--- src/rtl/axi_burst_pkg.sv ---
// Shared constants, FSM state types and width helper for the AXI burst master.
package axi_burst_pkg;

  // Response codes on RRESP/BRESP; anything other than OKAY is an error.
  localparam logic [1:0] RESP_OKAY   = 2'b00;
  localparam logic [1:0] RESP_SLVERR = 2'b10;
  localparam logic [1:0] RESP_DECERR = 2'b11;

  typedef enum logic [1:0] {
    RD_IDLE,
    RD_ADDR,
    RD_DATA
  } rd_state_e;

  typedef enum logic [1:0] {
    WR_IDLE,
    WR_ADDR,
    WR_DATA,
    WR_RESP
  } wr_state_e;

  // Width of the len field (beats-1); kept at least 1 bit so single-beat
  // configurations still have a legal field.
  function automatic int len_w(input int max_len);
    return (max_len <= 2) ? 1 : $clog2(max_len);
  endfunction

endpackage

--- src/rtl/axi_burst_wr.sv ---
// Write burst engine: address phase, beat streaming from a latched buffer,
// then the write response. All outputs are registered.
//
// Handshake rule on every channel: a transfer happens on a rising edge where
// VALID and READY are both 1; VALID, once raised, stays up with its payload
// stable until that edge.
module axi_burst_wr
  import axi_burst_pkg::*;
#(
  parameter  int DATA_W  = 8,
  parameter  int ADDR_W  = 8,
  parameter  int ID_W    = 4,
  parameter  int MAX_LEN = 16,
  localparam int LEN_W   = len_w(MAX_LEN),
  localparam int CMD_W   = ADDR_W + LEN_W + ID_W
) (
  input  logic                      clk,
  input  logic                      rst,
  input  logic                      wr_start,
  input  logic [CMD_W-1:0]          wr_cmd,
  input  logic [MAX_LEN*DATA_W-1:0] wr_data,
  output logic                      wr_done,
  output logic                      wr_err,
  output logic                      AWVALID,
  input  logic                      AWREADY,
  output logic [CMD_W-1:0]          AWCMD,
  output logic                      WVALID,
  input  logic                      WREADY,
  output logic [DATA_W-1:0]         WDATA,
  output logic                      WLAST,
  input  logic                      BVALID,
  output logic                      BREADY,
  input  logic [1:0]                BRESP
);

  wr_state_e                 state_q, state_d;
  logic [LEN_W-1:0]          cnt_q, cnt_d, cnt_nx;
  logic [MAX_LEN*DATA_W-1:0] buf_q, buf_d;
  logic [LEN_W-1:0]          len;
  logic                      aw_valid_d, w_valid_d, w_last_d, b_ready_d;
  logic                      done_d, err_d;
  logic [CMD_W-1:0]          aw_cmd_d;
  logic [DATA_W-1:0]         w_data_d;

  // The latched command is the single source of the burst length.
  assign len    = AWCMD[ID_W +: LEN_W];
  assign cnt_nx = cnt_q + LEN_W'(1);

  // Next state and next register values for every output.
  always_comb begin
    state_d    = state_q;
    cnt_d      = cnt_q;
    buf_d      = buf_q;
    aw_valid_d = AWVALID;
    aw_cmd_d   = AWCMD;
    w_valid_d  = WVALID;
    w_data_d   = WDATA;
    w_last_d   = WLAST;
    b_ready_d  = BREADY;
    done_d     = 1'b0;
    err_d      = 1'b0;
    case (state_q)
      WR_IDLE: begin
        if (wr_start) begin
          state_d    = WR_ADDR;
          aw_valid_d = 1'b1;
          aw_cmd_d   = wr_cmd;
          buf_d      = wr_data;
          cnt_d      = '0;
        end
      end
      WR_ADDR: begin
        if (AWVALID && AWREADY) begin
          state_d    = WR_DATA;
          aw_valid_d = 1'b0;
          w_valid_d  = 1'b1;
          w_data_d   = buf_q[0 +: DATA_W];
          w_last_d   = (len == '0);
        end
      end
      WR_DATA: begin
        if (WVALID && WREADY) begin
          if (WLAST) begin
            state_d   = WR_RESP;
            w_valid_d = 1'b0;
            w_last_d  = 1'b0;
            w_data_d  = '0;
            b_ready_d = 1'b1;
          end else begin
            cnt_d    = cnt_nx;
            w_data_d = buf_q[cnt_nx*DATA_W +: DATA_W];
            w_last_d = (cnt_nx == len);
          end
        end
      end
      WR_RESP: begin
        if (BVALID && BREADY) begin
          state_d   = WR_IDLE;
          b_ready_d = 1'b0;
          done_d    = 1'b1;
          err_d     = (BRESP != RESP_OKAY);
        end
      end
      default: state_d = WR_IDLE;
    endcase
  end

  // State and output registers; reset abandons any burst in flight.
  always_ff @(posedge clk) begin
    if (!rst) begin
      state_q <= WR_IDLE;
      cnt_q   <= '0;
      buf_q   <= '0;
      AWVALID <= 1'b0;
      AWCMD   <= '0;
      WVALID  <= 1'b0;
      WDATA   <= '0;
      WLAST   <= 1'b0;
      BREADY  <= 1'b0;
      wr_done <= 1'b0;
      wr_err  <= 1'b0;
    end else begin
      state_q <= state_d;
      cnt_q   <= cnt_d;
      buf_q   <= buf_d;
      AWVALID <= aw_valid_d;
      AWCMD   <= aw_cmd_d;
      WVALID  <= w_valid_d;
      WDATA   <= w_data_d;
      WLAST   <= w_last_d;
      BREADY  <= b_ready_d;
      wr_done <= done_d;
      wr_err  <= err_d;
    end
  end

endmodule

--- src/rtl/axi_burst_master.sv ---
// AXI-style burst master: an independent read engine (here) and write engine
// (axi_burst_wr) sharing only the clock and reset. All outputs are registered.
//
// Handshake rule on every channel: a transfer happens on a rising edge where
// VALID and READY are both 1; VALID, once raised, stays up with its payload
// stable until that edge.
module axi_burst_master
  import axi_burst_pkg::*;
#(
  parameter  int DATA_W  = 8,
  parameter  int ADDR_W  = 8,
  parameter  int ID_W    = 4,
  parameter  int MAX_LEN = 16,
  localparam int LEN_W   = len_w(MAX_LEN),
  localparam int CMD_W   = ADDR_W + LEN_W + ID_W
) (
  input  logic                      clk,
  input  logic                      rst,
  input  logic                      rd_start,
  input  logic [CMD_W-1:0]          rd_cmd,
  output logic [MAX_LEN*DATA_W-1:0] rd_data,
  output logic                      rd_done,
  output logic                      rd_err,
  output logic                      ARVALID,
  input  logic                      ARREADY,
  output logic [CMD_W-1:0]          ARCMD,
  input  logic                      RVALID,
  output logic                      RREADY,
  input  logic [DATA_W-1:0]         RDATA,
  input  logic [1:0]                RRESP,
  input  logic                      RLAST,
  input  logic                      wr_start,
  input  logic [CMD_W-1:0]          wr_cmd,
  input  logic [MAX_LEN*DATA_W-1:0] wr_data,
  output logic                      wr_done,
  output logic                      wr_err,
  output logic                      AWVALID,
  input  logic                      AWREADY,
  output logic [CMD_W-1:0]          AWCMD,
  output logic                      WVALID,
  input  logic                      WREADY,
  output logic [DATA_W-1:0]         WDATA,
  output logic                      WLAST,
  input  logic                      BVALID,
  output logic                      BREADY,
  input  logic [1:0]                BRESP
);

  rd_state_e                 rd_state_q, rd_state_d;
  // One extra bit so the count can sit at len+1 and flag overrun beats.
  logic [LEN_W:0]            cnt_q, cnt_d;
  logic                      err_acc_q, err_acc_d;
  logic [LEN_W-1:0]          rd_len;
  logic                      beat_err;
  logic                      ar_valid_d, r_ready_d, done_d, err_d;
  logic [CMD_W-1:0]          ar_cmd_d;
  logic [MAX_LEN*DATA_W-1:0] data_d;

  assign rd_len = ARCMD[ID_W +: LEN_W];

  // Read engine next state, beat capture and error accumulation.
  always_comb begin
    rd_state_d = rd_state_q;
    cnt_d      = cnt_q;
    err_acc_d  = err_acc_q;
    ar_valid_d = ARVALID;
    ar_cmd_d   = ARCMD;
    r_ready_d  = RREADY;
    data_d     = rd_data;
    done_d     = 1'b0;
    err_d      = 1'b0;
    beat_err   = 1'b0;
    case (rd_state_q)
      RD_IDLE: begin
        if (rd_start) begin
          rd_state_d = RD_ADDR;
          ar_valid_d = 1'b1;
          ar_cmd_d   = rd_cmd;
          data_d     = '0;
          cnt_d      = '0;
          err_acc_d  = 1'b0;
        end
      end
      RD_ADDR: begin
        if (ARVALID && ARREADY) begin
          rd_state_d = RD_DATA;
          ar_valid_d = 1'b0;
          r_ready_d  = 1'b1;
        end
      end
      RD_DATA: begin
        if (RVALID && RREADY) begin
          beat_err = (RRESP != RESP_OKAY);
          if (cnt_q <= {1'b0, rd_len}) begin
            data_d[cnt_q[LEN_W-1:0]*DATA_W +: DATA_W] = RDATA;
            cnt_d = cnt_q + (LEN_W+1)'(1);
          end else begin
            // Beat past the requested length: dropped, but remembered.
            beat_err = 1'b1;
          end
          if (RLAST) begin
            if (cnt_q != {1'b0, rd_len}) beat_err = 1'b1;
            rd_state_d = RD_IDLE;
            r_ready_d  = 1'b0;
            done_d     = 1'b1;
            err_d      = err_acc_q | beat_err;
          end else begin
            err_acc_d = err_acc_q | beat_err;
          end
        end
      end
      default: rd_state_d = RD_IDLE;
    endcase
  end

  // Read engine state and output registers.
  always_ff @(posedge clk) begin
    if (!rst) begin
      rd_state_q <= RD_IDLE;
      cnt_q      <= '0;
      err_acc_q  <= 1'b0;
      ARVALID    <= 1'b0;
      ARCMD      <= '0;
      RREADY     <= 1'b0;
      rd_data    <= '0;
      rd_done    <= 1'b0;
      rd_err     <= 1'b0;
    end else begin
      rd_state_q <= rd_state_d;
      cnt_q      <= cnt_d;
      err_acc_q  <= err_acc_d;
      ARVALID    <= ar_valid_d;
      ARCMD      <= ar_cmd_d;
      RREADY     <= r_ready_d;
      rd_data    <= data_d;
      rd_done    <= done_d;
      rd_err     <= err_d;
    end
  end

  axi_burst_wr #(
    .DATA_W  (DATA_W),
    .ADDR_W  (ADDR_W),
    .ID_W    (ID_W),
    .MAX_LEN (MAX_LEN)
  ) u_wr (
    .clk      (clk),
    .rst      (rst),
    .wr_start (wr_start),
    .wr_cmd   (wr_cmd),
    .wr_data  (wr_data),
    .wr_done  (wr_done),
    .wr_err   (wr_err),
    .AWVALID  (AWVALID),
    .AWREADY  (AWREADY),
    .AWCMD    (AWCMD),
    .WVALID   (WVALID),
    .WREADY   (WREADY),
    .WDATA    (WDATA),
    .WLAST    (WLAST),
    .BVALID   (BVALID),
    .BREADY   (BREADY),
    .BRESP    (BRESP)
  );

endmodule

--- config.mk ---
export PLATFORM = sky130hd
export DESIGN_NAME = axi_burst_master
export DESIGN_NICKNAME = d
export VERILOG_FILES = /design/src/rtl/axi_burst_pkg.sv /design/src/rtl/axi_burst_wr.sv /design/src/rtl/axi_burst_master.sv
export SDC_FILE = /design/constraint.sdc
export NUM_CORES = 1
export LEC_CHECK = 0
export BUFFER_PORTS_ARGS = -buffer_cell sky130_fd_sc_hd__buf_4
export CORE_MARGIN = 2
export CORE_UTILIZATION = 29
export DETAILED_ROUTE_END_ITERATION = 16
export GPL_TIMING_DRIVEN = 0
export PLACE_DENSITY_LB_ADDON = 0.25
export SLEW_MARGIN = 20
export SYNTH_ARGS = -nofsm -noshare
export SYNTH_HDL_FRONTEND = slang
export SYNTH_SLANG_ARGS = --single-unit
--- constraint.sdc ---
create_clock -name clk -period 7.1 [get_ports clk]
set_clock_uncertainty 0.05 [all_clocks]
set_input_delay 1.42 -clock clk [delete_from_list [all_inputs] [get_ports clk]]
set_output_delay 1.42 -clock clk [all_outputs]
set_load 0.01 [all_outputs]
Word level (Yosys, flattened, before mapping)
Cells that the tools add are included. Widths: inputs -> output; s select.

Add/sub/neg operators: 3. $lt $le $gt $ge: 1. Equal/unequal tests: 19. Shift operators: 3. Muxes and demuxes: 63. Bitwise gates (word level): 2. Reductions and logical operators: 34.

Operator list (number): $mux 128 (3); $pmux 128 s2 (1); $bwmux 128 (1); $shift 8x34->128 const A (1); $shiftx 128x8->8 (1); $shiftx 8x34->128 (1); $neg 7->34 (1); $reduce_and 4->1 (8); $mux 1 (28); $mux 8 (3); $mux 2 (9); $reduce_bool 2->1 (9); $ne 2x2->1 const B (8); $pmux 8 s2 (1); $mux 5 (3); $reduce_and 3->1 (5); $pmux 1 s2 (7); $mux 4 (3); $pmux 5 s2 (1); $ne 2x1->1 const B (4); $pmux 2 s4 (1); $pmux 4 s2 (1); $eq 2x2->1 const B (3); $pmux 2 s3 (1); other kinds (12) (21).

Register bits: 320. Output and inout port bits: 178. Logic and storage cells: 145.

Logic depth before layout (Yosys ltp)
Depth in word-level cells: 9. Gate-level depth with buffers: 10. Mapped depth without buffers: 7.

Hierarchy
Synthesis repeated with hierarchy kept, for this count alone.

Cells, all modules: 1431. Area total of the unflattened synthesis: 12907.4 sq um.

By module, submodules not included: axi_burst_wr (instances 1, cells each 846, area each 7045.5 sq um, seq. area each 3283.1 sq um); axi_burst_master (instances 1, cells each 585, area each 5861.9 sq um, seq. area each 3123.0 sq um).

Worst setup path after synthesis
OpenSTA, ideal clock, no wires.

Path kind: input -> register. Start: input RVALID. End: register rd_data[48]. Library setup time: 0.072 ns. Data arrival time: 2.654 ns. Data required time: 6.978 ns. Slack: 4.324 ns. Cell stages on the path: 6. Cell sequence: nand3_1 -> a21o_1 -> nor2_1 -> and3_1 -> buf_4 -> mux2i_1.

Word-level cells in the longest chain between the ends: 3.

RTL lines: from (decl) (line axi_burst_master.sv:27) `input logic RVALID,`; $logic_and 1x1->1 (line axi_burst_master.sv:92) `if (RVALID && RREADY) begin`; $ne 2x2->1 (no source line); $reduce_and 4->1 (no source line); to (signal assigned) (line axi_burst_master.sv:135) `rd_data <= data_d;`; to (decl) (line axi_burst_master.sv:21) `output logic [MAX_LEN*DATA_W-1:0] rd_data,`.

Every way passes these cells. A chain may end at the register's enable or synchronous reset.

Final worst setup path
Start: input wr_start. End: register u_wr.buf_q[126].

Word-level cells in the longest chain between the ends: 1.

RTL lines: from (decl) (line axi_burst_master.sv:32) `input logic wr_start,`; $reduce_and 2->1 (no source line); to (signal assigned) (line axi_burst_wr.sv:125) `buf_q <= buf_d;`; to (decl) (line axi_burst_wr.sv:38) `logic [MAX_LEN*DATA_W-1:0] buf_q, buf_d;`.

Every way passes these cells.

==> qor.csv <==
metric;value;unit
power.density;294.9;nW/um^2
endpoint_kind;flop;
path_buf_inv;4;
antenna_found_initial;0;
status;completed;
cts_tree;built;
cts_hold_buf;0;
post-synth-top-count-cell;nand2_1;
syn_avg_cell_area;8.920;sq um
drcViolationCount;0;
ys_seq_elements;320;
synth_fp_nets;1634;
worstMarginPinSlew;0.8765;ns
ir_worst_vdd;0.1468;mV
crit_arrival;3.44;ns
cp.required;7.52;ns
grt_max_degree;13;
path_cells;buf_4 -> and2_1 -> clkbuf_1 -> clkbuf_1 -> buf_1 -> nand2_1 -> a21oi_1;
crit_type;in -> reg;
cts_root_buf;clkbuf_16;
period_needed;3.011;ns
routedWlPerCell;18.40;microns
cts.clk_slew.worst_paths;0.06;ns
post-route-period-util;0.4241;
cpMaxStageDelayCell;clkbuf_1;
fp.dieArea;45990;sq um
nets;2031;
synthesis.instances;1440;
cts.sinks;320;
core_region_area;43930;sq um
path_delay_family;buffers and inverters;
max_freq;332.1;MHz
synth_area_leaders;dfxtp_1 (50%), nand2_1 (13%), a21oi_1 (7.0%);
placed_area;16280;sq um
fin_cells;2453;
fin_tns_setup;0;ns
worstSkewPairLatency;0.55;ns
synthToLayoutAreaGrowth;35.79;%
synth_top_area_cell;dfxtp_1;
relSlewSlack;0.4129;
synth-seq-area-share;0.4987;
hp-class;reg -> reg;
initialDrtViolationCount;704;
rsz0062_at_grt;false;
p_comb_frac;0.234;
clockBufferDepth;3;
multi_input_area;5948;sq um
cp-start-kind;input pin;
dieHeight;214.5;microns
netlist.area_leader.share;0.4987;
max_cap_viol_count;0;
topRoutingLayerUsed;met4;
met3WireLength;2.482;mm
grt_pass1_wl;68.61;mm
portBuffers;359;
power;5.144;mW
cts_buffers;36;
fillers;4502;
via_per_inst;4.827;
crit_path_max_fanout;10;
synth-async-reset-ratio;0;
slowest_delay;0.60;ns
leakage;6.982;nW
setup_viol;0;
start_util;0.2924;
n_antenna_cell;0;
wl_met1;19.45;mm
drive_gt1_frac;0.2692;
synth_edf_count;0;
yosysWarnings;0;
die_w;214.5;microns
dp_cells;2391;
gr-total-overflow;0;
gp_congestion;0.8638;
ys.flop_type;dfxtp_1;
p_switching;1.613;mW
slew_violations;0;
clock_power_share;0.357;
cpMostUsedCell;clkbuf_1;
via_count;11841;
wl;45.14;mm
cts_resized;0;
ant_nets;0;
postCtsSetupBuffers;0;
final-seq-area;6406;sq um
htreeDepth;2;
dp_hpwl;34.50;mm
synth_area;12840;sq um
grt_pass1_vias;11875;
firstDrtPassIters;5;
routed-wl-met2;21.86;mm
io_pins;360;
design_area;17440;sq um
p_sw_frac;0.3135;
ys_types;65;
hold_viol_final;0;
grt_usage;0.1908;
internal_power;3.531;mW
synthTopCellsByCount;nand2_1 (429), dfxtp_1 (320), a21oi_1 (180), clkbuf_1 (74), o22ai_1 (40);
p_seq_frac;0.410;
rows;77;
## final timing paths
path                                                    from                            to  slack, ns  cells after the start
worst max-delay path                                wr_start  u_wr.buf_q[126]$_SDFFE_PN0P_       4.09                      7
worst min-delay path            u_wr.buf_q[113]$_SDFFE_PN0P_  u_wr.buf_q[113]$_SDFFE_PN0P_       0.40                      2
worst max register to register         cnt_q[3]$_SDFFE_PN0P_     rd_data[109]$_SDFFE_PN0P_       4.16                      7
worst min register to register  u_wr.buf_q[113]$_SDFFE_PN0P_  u_wr.buf_q[113]$_SDFFE_PN0P_       0.40                      2
## cell families (layout without fill, tap and decap cells)
group	Yosys count	count (layout)	share of synthesized area
AO/OA/AOI/OAI	345	345	0.1641
multiplexers	77	77	0.09283
buffers and inverters	119	540	0.03857
AND/OR/NAND/NOR	559	559	0.1886
adder cells (fa/ha/maj)	12	12	0.01169
XOR/XNOR	8	8	0.005455
flip-flops	320	320	0.4987
## power by group through the flow
stage / clock network [mW] / logic (mW) / registers, mW
6_report: 1.84 / 1.20 / 2.11
5_1_grt: 1.95 / 1.34 / 2.13
4_1_cts: 1.88 / 1.21 / 2.11
3_5_place_dp: 0 / 1.21 / 2.14
3_3_place_gp: 0 / 1.19 / 2.14
2_1_floorplan: 0 / 0.746 / 2.12
## cell type report
class	instances	share of cell area
Inverter	21	0.004519
Clock buffer	55	0.06148
Sequential cell	320	0.3673
Buffer	98	0.02389
Clock inverter	7	0.004806
Tap cell	592	0.04247
Timing Repair Buffer	359	0.1545
Multi-Input combinational cell	1001	0.3410
## placed cells by master (no fill, tap or decap), drive strengths merged, types with 17 or more instances in the layout
master     n
inv       22
dfxtp    320
clkbuf   129
mux2i     28
buf      383
nor2      32
o2bb2ai   29
nand2    431
mux2      17
a21oi    181
nand3     34
o21ai     35
mux4      32
o22ai     40
## per-layer routing
layer,track usage,vias to the layer above
li1,-,5792
met5,0,-
met3,0.03716,87
met1,0.2385,5607
met2,0.3292,355
met4,0.06366,0
## sequential cells by signal, summed over array words and instances, names as in the netlist, 2 cells and up
| signal | count |
|---|---|
| u_wr.WDATA | 8 |
| u_wr.state_q | 2 |
| u_wr.buf_q | 128 |
| rd_data | 128 |
| cnt_q | 5 |
| ARCMD | 16 |
| rd_state_q | 2 |
| u_wr.AWCMD | 16 |
| u_wr.cnt_q | 4 |
## worst min-delay path: stages (launching register included)
cell and delay (ns):
dfxtp_1 0.30, nand2_1 0.05, a21oi_1 0.05
## per-stage QoR
step | hold slack [ns] | setup slack, ns | utilization
after floorplan | 0.3713 | 4.324 | -
after global placement | 0.3868 | 3.517 | 0.3706
after detailed placement | 0.3942 | 3.532 | 0.3706
after CTS | 0.4048 | 4.092 | 0.3969
after global routing | 0.4241 | 3.935 | 0.3970
final | 0.4028 | 4.089 | 0.3970
(Power assumes the default switching activity.)
